--- src/rtl/divider_request_arbiter.sv ---
// Round-robin front end that shares one in-order divider among REQUESTER_COUNT clients.
// Grant and result steering are zero-latency; a full tag FIFO or a stalled head requester blocks all traffic.
module divider_request_arbiter #(
  parameter int WORD_WIDTH      = 8,
  parameter int REQUESTER_COUNT = 3,
  parameter int MAX_IN_FLIGHT   = 4
) (
  input  logic                                  clock,
  input  logic                                  clear,
  input  logic [REQUESTER_COUNT-1:0]            req_valid,
  output logic [REQUESTER_COUNT-1:0]            req_ready,
  input  logic [REQUESTER_COUNT*WORD_WIDTH-1:0] req_dividend,
  input  logic [REQUESTER_COUNT*WORD_WIDTH-1:0] req_divisor,
  output logic [REQUESTER_COUNT-1:0]            rsp_valid,
  input  logic [REQUESTER_COUNT-1:0]            rsp_ready,
  output logic [WORD_WIDTH-1:0]                 rsp_quotient,
  output logic [WORD_WIDTH-1:0]                 rsp_remainder,
  output logic                                  rsp_divide_by_zero,
  output logic                                  div_input_valid,
  input  logic                                  div_input_ready,
  output logic [WORD_WIDTH-1:0]                 div_dividend,
  output logic [WORD_WIDTH-1:0]                 div_divisor,
  input  logic                                  div_output_valid,
  output logic                                  div_output_ready,
  input  logic [WORD_WIDTH-1:0]                 div_quotient,
  input  logic [WORD_WIDTH-1:0]                 div_remainder,
  input  logic                                  div_divide_by_zero,
  output logic                                  tag_underflow
);

  localparam int TAG_WIDTH = $clog2(REQUESTER_COUNT);
  localparam int IDX_WIDTH = TAG_WIDTH + 1;
  localparam int CNT_WIDTH = $clog2(MAX_IN_FLIGHT + 1);
  localparam int PTR_WIDTH = (MAX_IN_FLIGHT > 1) ? $clog2(MAX_IN_FLIGHT) : 1;

  logic [TAG_WIDTH-1:0] prio_ptr;
  logic [TAG_WIDTH-1:0] grant_idx;
  logic                 grant_found;
  logic [IDX_WIDTH-1:0] cand;

  logic [TAG_WIDTH-1:0] tag_mem [MAX_IN_FLIGHT];
  logic [PTR_WIDTH-1:0] wr_ptr;
  logic [PTR_WIDTH-1:0] rd_ptr;
  logic [CNT_WIDTH-1:0] occupancy;
  logic [TAG_WIDTH-1:0] head_tag;

  logic full;
  logic empty;
  logic issue;
  logic pop;

  assign full  = (occupancy == CNT_WIDTH'(MAX_IN_FLIGHT));
  assign empty = (occupancy == '0);

  // Scan requesters starting at the priority pointer, wrapping past the last index.
  always_comb begin
    grant_idx   = '0;
    grant_found = 1'b0;
    cand        = '0;
    for (int k = 0; k < REQUESTER_COUNT; k++) begin
      cand = {1'b0, prio_ptr} + IDX_WIDTH'(k);
      if (cand >= IDX_WIDTH'(REQUESTER_COUNT)) begin
        cand = cand - IDX_WIDTH'(REQUESTER_COUNT);
      end
      if (!grant_found && req_valid[cand[TAG_WIDTH-1:0]]) begin
        grant_found = 1'b1;
        grant_idx   = cand[TAG_WIDTH-1:0];
      end
    end
  end

  assign div_input_valid = (|req_valid) & ~full;
  assign issue           = div_input_valid & div_input_ready;
  assign div_dividend    = grant_found ? req_dividend[grant_idx*WORD_WIDTH +: WORD_WIDTH] : '0;
  assign div_divisor     = grant_found ? req_divisor[grant_idx*WORD_WIDTH +: WORD_WIDTH] : '0;

  always_comb begin
    req_ready = '0;
    if (grant_found && div_input_ready && !full) begin
      req_ready[grant_idx] = 1'b1;
    end
  end

  // Results come back in issue order, so the FIFO head always names the owner.
  assign head_tag         = tag_mem[rd_ptr];
  assign div_output_ready = ~empty & rsp_ready[head_tag];
  assign pop              = div_output_valid & div_output_ready;

  always_comb begin
    rsp_valid = '0;
    if (div_output_valid && !empty) begin
      rsp_valid[head_tag] = 1'b1;
    end
  end

  assign rsp_quotient       = div_quotient;
  assign rsp_remainder      = div_remainder;
  assign rsp_divide_by_zero = div_divide_by_zero;

  always_ff @(posedge clock) begin
    if (issue) begin
      tag_mem[wr_ptr] <= grant_idx;
    end
  end

  always_ff @(posedge clock) begin
    if (clear) begin
      prio_ptr      <= '0;
      wr_ptr        <= '0;
      rd_ptr        <= '0;
      occupancy     <= '0;
      tag_underflow <= 1'b0;
    end else begin
      if (issue) begin
        wr_ptr   <= (wr_ptr == PTR_WIDTH'(MAX_IN_FLIGHT - 1)) ? '0 : wr_ptr + PTR_WIDTH'(1);
        prio_ptr <= (grant_idx == TAG_WIDTH'(REQUESTER_COUNT - 1)) ? '0 : grant_idx + TAG_WIDTH'(1);
      end
      if (pop) begin
        rd_ptr <= (rd_ptr == PTR_WIDTH'(MAX_IN_FLIGHT - 1)) ? '0 : rd_ptr + PTR_WIDTH'(1);
      end
      // Full blocks issue, so push and pop never over- or underrun the counter.
      case ({issue, pop})
        2'b10:   occupancy <= occupancy + CNT_WIDTH'(1);
        2'b01:   occupancy <= occupancy - CNT_WIDTH'(1);
        default: occupancy <= occupancy;
      endcase
      if (div_output_valid && empty) begin
        tag_underflow <= 1'b1;
      end
    end
  end

endmodule

--- config.mk ---
export PLATFORM = sky130hd
export DESIGN_NAME = divider_request_arbiter
export DESIGN_NICKNAME = d
export VERILOG_FILES = /design/src/rtl/divider_request_arbiter.sv
export SDC_FILE = /design/constraint.sdc
export NUM_CORES = 1
export LEC_CHECK = 0
export CAP_MARGIN = 20
export CORE_AREA = 4 4 77 79
export CTS_BUF_LIST = sky130_fd_sc_hd__clkbuf_4 sky130_fd_sc_hd__clkbuf_8
export CTS_CLUSTER_SIZE = 28
export DETAILED_ROUTE_END_ITERATION = 6
export DIE_AREA = 0 0 81 83
export HOLD_SLACK_MARGIN = 0.03
export PLACE_DENSITY = 0.74
export SYNTH_ARGS = -nofsm -noshare
export SYNTH_HDL_FRONTEND = slang
export SYNTH_SLANG_ARGS = --single-unit
export TNS_END_PERCENT = 1
--- constraint.sdc ---
create_clock -name clock -period 2.58 [get_ports clock]
set_input_delay 0.387 -clock clock [delete_from_list [all_inputs] [get_ports clock]]
set_output_delay 0.387 -clock clock [all_outputs]
set_load 0.05 [all_outputs]
* Word-level counts from Yosys, hierarchy flattened
Memories as Yosys holds them, arrays and structs flattened. A register that Yosys moved wholly into a read port is not among the register bits. Index checks and enable logic that the tools add are counted.
Word-level totals: output and inout bits 42, register bits after elaboration 10, RAM bits 8, input port bits 75, memories 1, logic and storage cells 88
Cells by class: $add $sub $neg 10, equality and inequality tests 6, magnitude comparators 10, reductions and logical operators 15, muxes and demuxes 33, bitwise gates (word level) 6, shift operators 2
Memories:
- tag_mem | depth 4, bits a word 2, read ports 1, clocked after Yosys merged registers in 1, write ports 1, RTL line 41 | logic [TAG_WIDTH-1:0] tag_mem [MAX_IN_FLIGHT];
Operator list (count):
- $shiftx 24x6->8 | 2
- $mux 2 | 11
- $mux 8 | 2
- $lt 2x3->1 const B | 5
- $mux 1 | 11
- $bmux 1 s2 | 4
- $eq 2x2->1 const B | 4
- $logic_and 1x1->1 | 8
- $add 2x1->2 const B | 3
- $ge 3x2->1 const B | 2
- $mux 3 | 2
- $pmux 3 s2 | 1
- $sub 2x2->2 const B | 3
- $and 1x1->1 | 4
- $demux 1 s2 | 2
- $ge 2x1->1 const B | 2
- $logic_not 1->1 | 4
- $add 2x1->3 const B | 1
- $add 2x2->3 const B | 1
- $add 3x1->3 const B | 1
- $eq 3x3->1 const B | 1
- $logic_not 3->1 | 1
- $reduce_or 3->1 | 1
- $sub 3x1->3 const B | 1
- other kinds (4) | 5

* Longest topological paths before layout
Gate-level depths: netlist of run 1.
word-level depth 16, gate-level depth with buffers 9, depth with buffers taken out 9

* Worst setup path before layout of run 1
OpenSTA, ideal clock, no wires.
kind register to output, start point register prio_ptr[0], end point output port req_ready[0], data required time 2.193 ns, arrival 3.006 ns, buffers on the path 1, setup slack -0.813 ns, stages on the path, launching flop included 8, cells stage by stage dfxtp_1 inv_1 ha_1 nor2b_1 o2111ai_4 inv_2 buf_2 nor4_1
On the way: cells in the longest elaborated chain, start to end 16, elaborated cells on any way between the ends 35, those cells by class 5 x add/sub; 5 x order compare; 18 x mux; 7 x reduce/logical
Ends and longest elaborated chain:
- start, declared | RTL line 36 | logic [TAG_WIDTH-1:0] prio_ptr;
- start signal, assigned | RTL line 116 | prio_ptr <= (grant_idx == TAG_WIDTH'(REQUESTER_COUNT - 1)) ? '0 : grant_idx + TAG_WIDTH'(1);
- parallel branches: the longest is 10 deep, another holds $add 2x1->3
- $mux 2 * | RTL line 65 | if (!grant_found && req_valid[cand[TAG_WIDTH-1:0]]) begin
- net grant_idx[1] | RTL line 37 | logic [TAG_WIDTH-1:0] grant_idx;
- $lt 2x3->1 (implied by the code) or $ge 2x1->1 (tied branches) | RTL line 80 | req_ready[grant_idx] = 1'b1;
- $logic_and 1x1->1 (implied by the code) | RTL line 80
- $mux 1 (implied by the code) | RTL line 80
- $demux 1 s2 * | RTL line 80
- $mux 3 * | RTL line 79 | if (grant_found && div_input_ready && !full) begin
- end, declared | RTL line 11 | output logic [REQUESTER_COUNT-1:0] req_ready,
Mark *: on every way through the listed nets, which the timed path passes. The select of a mux whose other input is x is not followed.

==> results of run 1 <==
-- cell usage after synthesis, types with 2 or more instances --
master	n
and2_1	4
nand2_1	2
nor2_1	15
ha_1	8
mux2i_1	3
xor2_1	2
mux4_2	2
edfxtp_1	8
a32oi_1	16
dfxtp_1	12
nand2b_1	5
clkbuf_1	10
or3_1	2
nor2b_1	2
o211ai_1	18
nor3_1	6
a21oi_1	21
inv_1	12
buf_4	17
-- power groups by stage --
stage | combinational [mW] | clock, mW | sequential [mW]
4_1_cts | 1.11 | 0.315 | 0.395
2_1_floorplan | 0.626 | 0 | 0.405
3_3_place_gp | 1.06 | 0 | 0.400
3_5_place_dp | 1.07 | 0 | 0.401
5_1_grt | 1.21 | 0.331 | 0.402
6_report | 1.14 | 0.307 | 0.396
-- final cells by class --
cell class | instances | area (µm²)
Fill cell | 480 | 2290
Timing Repair Buffer | 113 | 1250
Multi-Input combinational cell | 128 | 1110
Sequential cell | 20 | 484
Tap cell | 72 | 90.1
Inverter | 13 | 48.8
Clock buffer | 3 | 41.3
Clock inverter | 1 | 30.0
-- worst max-delay path, cell delays in order (launching register included) --
cell and delay [ps]:
edfxtp_1 380, mux4_2 530, nand2b_4 180, o32ai_4 210, ha_2 220, inv_1 50
fa_2 330, xor2_1 150, or3_1 300, a21oi_1 120
-- metal layers --
| layer | vias up | GRT usage | wire length, µm |
|---|---|---|---|
| li1 | 871 | - | - |
| met1 | 836 | 0.150 | 1870 |
| met2 | 77 | 0.273 | 2700 |
| met3 | 10 | 0.0412 | 459 |
| met4 | 0 | 0.0599 | 106 |
| met5 | - | 0 | 0 |
-- worst max path at each step --
stage,endpoint,cells past startpoint
CTS,occupancy[2],9
detailed placement,occupancy[2],10
global route,occupancy[2],9
finish,occupancy[2],9
global placement,occupancy[2],10
floorplan,req_ready[2],7
-- cell usage in the layout (no fill, tap or decap), drive strengths merged, types with 2 or more instances in the layout --
cell type      count
nor3               6
inv               13
or3                2
mux2i              4
clkbuf             3
nand2b             6
dfxtp             12
clkdlybuf4s50     58
o21ai              2
a21oi             21
or2                2
ha                 8
xor2               2
nand2              2
and2               4
a32oi             16
edfxtp             8
nor2              15
buf               55
nor2b              2
mux4               2
nor3b              2
o211ai            18
-- stage by stage --
stage          utilization  setup WS [ps]
6_report             0.571           26.2
5_1_grt              0.571          -80.9
4_1_cts              0.556          -1.52
3_5_place_dp         0.529           -122
3_3_place_gp         0.529          -58.3
2_1_floorplan            -           -344
-- sequential cells by signal, summed over array words and instances (netlist names), named ones only --
register	count
tag_mem	8
occupancy	3
prio_ptr	2
rd_ptr	2
wr_ptr	2
tag_underflow	1
-- kinds of logic (layout without fill, tap and decap cells) --
family,Yosys count,in the layout,share of synthesized area
compound gates,66,66,0.299
simple gates,43,43,0.139
buf+inv,41,130,0.129
flops,20,20,0.284
fa+ha+maj,10,10,0.0769
mux,7,7,0.0613
xor+xnor,2,2,0.0103
-- timing repair --
action | 4_1_cts | 5_1_grt
cloned | 0 | 2
pin swaps | 2 | 2
setup buffers | 0 | 3
gates resized for setup | 18 | 14
endpoints found under the setup margin | 20 | 20
==> qor.yml, run 1 <==
grt_start_max_net_pins: 21
slew_viol_final: 0
grt_pass1_vias: 1825
hold_violations: 0
start_util: 0.317
synth.largest_area_cell: "dfxtp_1"
antenna-diode-count: 0
r2r-end: "occupancy[2]"
cts_hold_buf: 0
timing.critical_path.from_type: "register"
fin_tns_setup_ps: 0
synthToLayoutAreaGrowth_pct: 80.2
fp-row-count: 27
clockBufferDepth: 2
yosysTopAreaCellShare: 0.142
hold_slack_ps: 472
switching_share: 0.389
ant_nets: 0
cts_made_buffers: 3
synth-edff-count: 8
critPathArrivalTime_ps: 2740
stdcell_area_um2: 3050
combPwrFrac: 0.618
seq_area_frac_synth: 0.284
die_width_um: 81
grt_pass1_wl_um: 8020
ys.flop_type: "dfxtp_1"
worst_clock_skew_ps: 3.04
cts_tree: "done"
p_total_mw: 1.84
crit_start: "tag_mem[3][0]"
ys_types: 43
yosysWarnings: 0
crit_required_ps: 2760
p_int_mw: 1.12
antenna_found_initial: 0
root_buffer: "clkbuf_8"
syn_nets: 273
fp.coreArea_um2: 5340
syn_area_um2: 1690
final_nets: 363
clkTransAtPathRegs_ps: 70
fin_crit_ps: 2550
cts_htree_levels: 1
irDropWorstVdd_mv: 0.350
tightest_slew_ps: 495
synth_seq_cells: 20
min_to: "tag_underflow"
hp-class: "reg2reg"
overflow: 0
holdCritStartpoint: "tag_underflow"
dpl.hpwl_um: 3920
gp_congestion: 0.724
clkLatencyLatePin_ps: 260
power_switching_mw: 0.717
slew_headroom: 0.669
worstSetupEndpointType: "register"
pwr-share-clk: 0.167
via_per_inst: 5.13
reg2reg_from: "tag_mem[3][0]"
grt.total_usage: 0.147
period_share: 0.990
setup_viol: 0
post-place-cells: 341
async_flop_share: 0
drc: 0
r2r_cells: 9
die_h_um: 83
cp_max_fo: 3
postSynthCellCount: 189
clock_sinks: 20
wirelength_um: 5130
first_pass_iters: 4
cap_violations: 0
die_area_um2: 6720
clock.fmax_mhz: 392
status: "completed"
syn_area_per_cell_um2: 8.96
cellLeakagePower_nw: 1.14
r2r_setup_slack_ps: 30
p_seq_frac: 0.215
criticalPathCategory: "reg2reg"
wl_per_cell_um: 14.7
fin_cells: 350
io_pins: 117
drive_above_1_share: 0.360
whs_path_depth: 2
io_buffers: 82
powerDensity_nw_per_um2: 604
dr_total_vias: 1794
grt_setup_unrepaired: "yes"
synth.area.top_cells: "dfxtp_1 (14%), edfxtp_1 (14%), a32oi_1 (8.3%), o211ai_1 (8.0%), buf_4 (7.5%)"
drt_iter0_drc: 58
placed_area_um2: 2830
Power figures use the tool's default switching activity.
==> run 2: changes to the inputs <==
--- a/config.mk
+++ b/config.mk
@@ -12,8 +12,8 @@
 export DETAILED_ROUTE_END_ITERATION = 6
 export DIE_AREA = 0 0 81 83
 export HOLD_SLACK_MARGIN = 0.03
-export PLACE_DENSITY = 0.74
+export PLACE_DENSITY = 0.77
 export SYNTH_ARGS = -nofsm -noshare
 export SYNTH_HDL_FRONTEND = slang
 export SYNTH_SLANG_ARGS = --single-unit
-export TNS_END_PERCENT = 1
+export TNS_END_PERCENT = 30
==> run 2 against run 1 <==
  * The run now ends with negative setup slack left
  * Die area unchanged
  * Clock power grew 1%
  * Maximum frequency is 1.3% lower
  * Critical endpoint unchanged
  * Largest cell class unchanged
  * Largest power group unchanged
==> qor.yml, run 2 (synthesis gave the netlist of run 1 again) <==
via_per_inst: 5.12  # -0.12%
regMostFlops: "tag_mem"
cts_htree_levels: 1  # unchanged
die_h_um: 83  # unchanged
grt_pass1_vias: 1792  # -1.8%
fp-row-count: 27  # unchanged
slew_viol_final: 0  # unchanged
wl_per_cell_um: 15.7  # +6.9%
met2_usage: 0.282  # +0.00896
drive_above_1_share: 0.362  # +0.00191
final_nets: 356  # -1.9%
clock.fmax_mhz: 387  # -1.3%
fp.coreArea_um2: 5340  # unchanged
final_cell_mix: "clkdlybuf4s50_1 (58), buf_12 (23), buf_4 (22)"
largest_reg_flops: 8  # unchanged
cap_violations: 0  # unchanged
clkLatencyLatePin_ps: 260  # about the same
antenna_found_initial: 0  # unchanged
drc: 0  # unchanged
io_buffers: 82  # unchanged
cts_tree: "done"
worstSetupEndpointType: "register"
synthToLayoutAreaGrowth_pct: 86.4
fin_cells: 343  # -2.0%
hold_violations: 0  # unchanged
violations: "negative setup slack"
setup_viol: 1  # +1
die_area_um2: 6720  # unchanged
fin_crit_ps: 2590  # +32.7 ps
place_ws_ps: -144  # -22.0 ps
gp_congestion: 0.771  # +6.5%
cellLeakagePower_nw: 1.15  # +1.6%
fin_tns_setup_ps: -6.57  # -6.57 ps
use_met3: 0.0401  # -0.00108
crit_required_ps: 2770  # about the same
post-place-cells: 334  # -2.1%
clock_sinks: 20  # unchanged
dpl.hpwl_um: 3870  # -1.3%
irDropWorstVdd_mv: 0.332  # -5.4%
dr_total_vias: 1756  # -2.1%
root_buffer: "clkbuf_8"
setup_slack_ps: -6.57  # -32.7 ps
cp_max_fo: 3  # unchanged
grt-busiest-layer: "met2"
tightest_slew_ps: 499  # +4.54 ps
layout_commonest_cell: "clkdlybuf4s50_1"
grt.total_usage: 0.150  # +0.00294
status: "finished with violations"
top_regs: "tag_mem (8), occupancy (3)"
wirelength_um: 5380  # +4.8%
powerDensity_nw_per_um2: 604  # about the same
whs_path_depth: 2  # unchanged
hp-class: "reg2reg"
grt_setup_unrepaired: "yes"
period_share: 1.00  # +0.0127
cts_made_buffers: 3  # unchanged
die_width_um: 81  # unchanged
drt_iter0_drc: 84  # +45%
first_pass_iters: 4  # unchanged
overflow: 0  # unchanged
clockBufferDepth: 2  # unchanged
grt_start_max_net_pins: 18  # -14%
grt_util_met1: 0.154  # +0.00421
slew_headroom: 0.666  # -0.00303
antenna-diode-count: 0  # unchanged
cts_hold_buf: 0  # unchanged
start_util: 0.317  # unchanged
critPathMaxStageDelay_ps: 550  # +20 ps
worst_clock_skew_ps: 4.23  # +1.18 ps
ant_nets: 0  # unchanged
io_pins: 117  # unchanged
cp_slowest_cell: "mux4_2"
grt_pass1_wl_um: 8100  # +1.0%
path_cells: "mux4_2, nand2b_4, o32ai_4, ha_2, inv_2, fa_2, xor2_1, or3_1, a21oi_2"
criticalPathCategory: "reg2reg"
r2r_cells: 9  # unchanged
clkTransAtPathRegs_ps: 80  # about the same
critPathArrivalTime_ps: 2780  # +40 ps
timing.critical_path.from_type: "register"
run 2: changes by cell type in the layout (fill, tap and decap cells not counted), sizes merged:
| cell | previous run | this run |
|---|---|---|
| buf | 55 | 46 |
| bufbuf | 0 | 2 |
run 2: layout make-up:
| cell class | instances | area (µm²) |
|---|---|---|
| flip-flops and latches | 20 | 487 |
| fillers | 465 | 2180 |
| multi-input cells | 128 | 1170 |
| clock inverters | 1 | 30.0 |
| well taps | 72 | 90.1 |
| repair buffers | 106 | 1280 |
| inverters | 13 | 51.3 |
| clock buffers | 3 | 41.3 |
run 2: worst paths after layout:
check                        to  slack (ps)     startpoint
setup / recovery   occupancy[2]          -7       register
hold / removal    tag_underflow         470  tag_underflow
setup reg to reg   occupancy[2]          -7       register
hold reg to reg   tag_underflow         470  tag_underflow
run 2: metal layers:
layer / vias up / wire [µm]
met3: 6 / 445
met1: 830 / 2000
met2: 66 / 2860
li1: 854 / -
met4: 0 / 81
met5: - / 0
run 2: power breakdown:
part | switching, mW | internal (mW)
clock network | 0.105 | 0.207
registers | 0.0307 | 0.366
logic | 0.609 | 0.590
total | 0.744 | 1.16
run 2: through the flow:
step	util	total power, mW	cell area, µm²	hold slack, ps
after global placement	0.529	1.46	2820	457
final	0.591	1.91	3160	474
after CTS	0.567	1.86	3030	480
after floorplan	-	1.04	1710	468
after detailed placement	0.529	1.48	2820	461
after global routing	0.591	2.00	3160	517
run 2: what timing repair did:
action	CTS	global route
endpoints found under the hold margin	0	0
cloned	1	0
setup endpoints to repair	20	21
pin swaps	3	3
gates resized for setup	21	23
buffers inserted	2	2
run 2: worst max-delay path, delay by kind of cell (launching register included):
family	cells	cell delay, ps
flops	1	360
xor+xnor	1	150
buf+inv	1	40
simple gates	2	500
compound gates	2	340
mux	1	550
fa+ha+maj	2	570
==> run 3: changes to the inputs <==
--- a/config.mk
+++ b/config.mk
@@ -6,13 +6,13 @@
 export NUM_CORES = 1
 export LEC_CHECK = 0
 export CAP_MARGIN = 20
-export CORE_AREA = 4 4 77 79
-export CTS_BUF_LIST = sky130_fd_sc_hd__clkbuf_4 sky130_fd_sc_hd__clkbuf_8
+export CORE_AREA = 4 4 78 80
 export CTS_CLUSTER_SIZE = 28
 export DETAILED_ROUTE_END_ITERATION = 6
-export DIE_AREA = 0 0 81 83
+export DIE_AREA = 0 0 82 84
+export GPL_ROUTABILITY_DRIVEN = 0
 export HOLD_SLACK_MARGIN = 0.03
-export PLACE_DENSITY = 0.77
+export PLACE_DENSITY = 0.76
 export SYNTH_ARGS = -nofsm -noshare
 export SYNTH_HDL_FRONTEND = slang
 export SYNTH_SLANG_ARGS = --single-unit
==> run 3 against run 2 <==
  * The run still ends with negative setup slack left
  * Sequential power is essentially flat
  * Core utilization shrank 1.3 points
  * Global-route usage grew 0.69 points
  * Final cell count grew 1.7%
  * Maximum frequency grew 0.20%
  * Power shrank 6.0%
  * Clock power shrank 36%
  * Sequential share of layout area grew 0.15 points
  * Hold slack gained 22 ps
  * Via count grew 1.5%
  * Die area grew 2.5%
  * Non-clock buffer count grew 6
  * Largest cell class unchanged
  * Largest power group unchanged
  * Highest routed layer unchanged
==> qor.yml, run 3 (synthesis gave the netlist of run 1 again) <==
grt_pass1_wl_um: 8670  # +7.0%
cp_slowest_cell: "mux4_2"
first_pass_iters: 4  # unchanged
drc: 0  # unchanged
fp-row-count: 27  # unchanged
cts_tree: "done"
io_pins: 117  # unchanged
antenna_found_initial: 0  # unchanged
root_buffer: "clkbuf_8"
grt.total_usage: 0.157  # +0.00689
post-place-cells: 339  # +1.5%
grt_setup_unrepaired: "yes"
timing.critical_path.from_type: "register"
final_nets: 362  # +1.7%
die_area_um2: 6890  # +2.5%
wl_per_cell_um: 15.8  # +0.93%
multi_input_area_um2: 1170  # -0.43%
dpl.hpwl_um: 4170  # +7.9%
criticalPathCategory: "reg2reg"
fillers: 489  # +5.2%
worst_clock_skew_ps: 4.00  # -0.226 ps
crit_required_ps: 2770  # about the same
placed_area_um2: 2850  # +0.89%
die_h_um: 84  # +1.2%
violations: "negative setup slack"
clkLatencyLatePin_ps: 250  # about the same
regMostFlops: "tag_mem"
critPathArrivalTime_ps: 2770  # about the same
slew_headroom: 0.670  # +0.00433
cts_made_buffers: 3  # unchanged
final_cell_mix: "clkdlybuf4s50_1 (58), buf_4 (27), buf_12 (21)"
path_cells: "mux4_2, buf_6, mux2i_4, o32ai_4, ha_2, inv_2, fa_2, xor2_1, or3_1, a21oi_2"
via_per_inst: 5.11  # -0.21%
drive_above_1_share: 0.375  # +0.0138
setup_viol: 1  # unchanged
irDropWorstVdd_mv: 0.277  # -16%
overflow: 0  # unchanged
io_buffers: 82  # unchanged
period_share: 1.00  # -0.00200
clock.fmax_mhz: 387  # +0.20%
antenna-diode-count: 0  # unchanged
worstSetupEndpointType: "register"
crit_buf_inv: 2  # +1
wirelength_um: 5520  # +2.7%
slew_viol_final: 0  # unchanged
hp-class: "reg2reg"
fp.coreArea_um2: 5410  # +1.3%
utilization: 0.578  # -0.0132
status: "finished with violations"
top_regs: "tag_mem (8), occupancy (3)"
drt_iter0_drc: 45  # -46%
cap_violations: 0  # unchanged
clockBufferDepth: 2  # unchanged
hold_violations: 0  # unchanged
stdcell_area_um2: 3120  # -0.99%
crit_family: "multiplexers"
cp_max_fo: 2  # -1
synthToLayoutAreaGrowth_pct: 84.6
setup_slack_ps: -1.42  # +5.16 ps
largest_reg_flops: 8  # unchanged
clkTransAtPathRegs_ps: 70  # about the same
cts_htree_levels: 1  # unchanged
fin_crit_ps: 2580  # -5.16 ps
p_total_mw: 1.79  # -6.0%
tightest_slew_ps: 493  # -6.48 ps
die_width_um: 82  # +1.2%
fin_cells: 349  # +1.7%
ant_nets: 0  # unchanged
grt_pass1_vias: 1921  # +7.2%
layout_commonest_cell: "clkdlybuf4s50_1"
dr_total_vias: 1783  # +1.5%
critPathMaxStageDelay_ps: 520  # -30 ps
start_util: 0.313  # -0.00396
final-seq-area_um2: 487  # unchanged
grt_start_max_net_pins: 21  # +3
cellLeakagePower_nw: 1.15  # -0.71%
powerDensity_nw_per_um2: 574  # -5.0%
place_ws_ps: -127  # +16.4 ps
clock_sinks: 20  # unchanged
-- run 3: cell count changes in the layout (fill, tap and decap cells not counted), moves of 2 or more --
cell and delta:
bufbuf_16 -2, buf_4 +5, buf_12 -2, buf_6 +4, a21oi_2 +3, a21oi_4 -3
-- run 3: layout make-up --
| type | count | area share |
|---|---|---|
| tap | 72 | 0.0288 |
| clock buffer | 3 | 0.0132 |
| sequential | 20 | 0.156 |
| inverter | 13 | 0.0156 |
| clock inverter | 1 | 0.00120 |
| multi-input combinational | 128 | 0.374 |
| timing repair buffer | 112 | 0.411 |
-- run 3: per-layer routing --
layer  vias to the layer above  share of wire  global-route usage
li1                        872              -                   -
met2                        80           0.53               0.289
met1                       821           0.37               0.169
met3                        10          0.073              0.0389
met4                         0          0.025              0.0529
met5                         -              0                   0
-- run 3: path summary, 6_finish.rpt --
check,start,endpoint,slack [ps],cells after the start
worst max-delay path,register,occupancy[2],-1,10
worst min-delay path,tag_underflow,tag_underflow,500,2
worst max register to register,register,occupancy[2],-1,10
worst min register to register,tag_underflow,tag_underflow,500,2
-- run 3: worst min-delay path, delay by kind of cell, from the launching register on --
kind / cells / cell delay [ps]
AOI/OAI and AO/OA: 1 / 50
and+or+nand+nor: 1 / 70
DFF: 1 / 340
-- run 3: power breakdown --
part	total (mW)	switching (mW)	internal, mW
combinational	1.20	0.614	0.582
clock	0.199	0.0934	0.106
sequential	0.398	0.0323	0.366
total	1.79	0.740	1.05
-- run 3: through the flow --
step / setup TNS, ps / hold slack [ps]
global route: -279 / 533
finish: -1.42 / 496
detailed placement: -127 / 476
CTS: -4.87 / 494
floorplan: -2970 / 468
global placement: -56.2 / 459
-- run 3: what timing repair did --
action / CTS / global route
setup buffers: 2 / 2
setup endpoints to repair: 19 / 20
hold buffers: 0 / 0
pin swaps: 4 / 6
gates resized for setup: 21 / 21
endpoints found under the hold margin: 0 / 0
gates cloned: 0 / 2
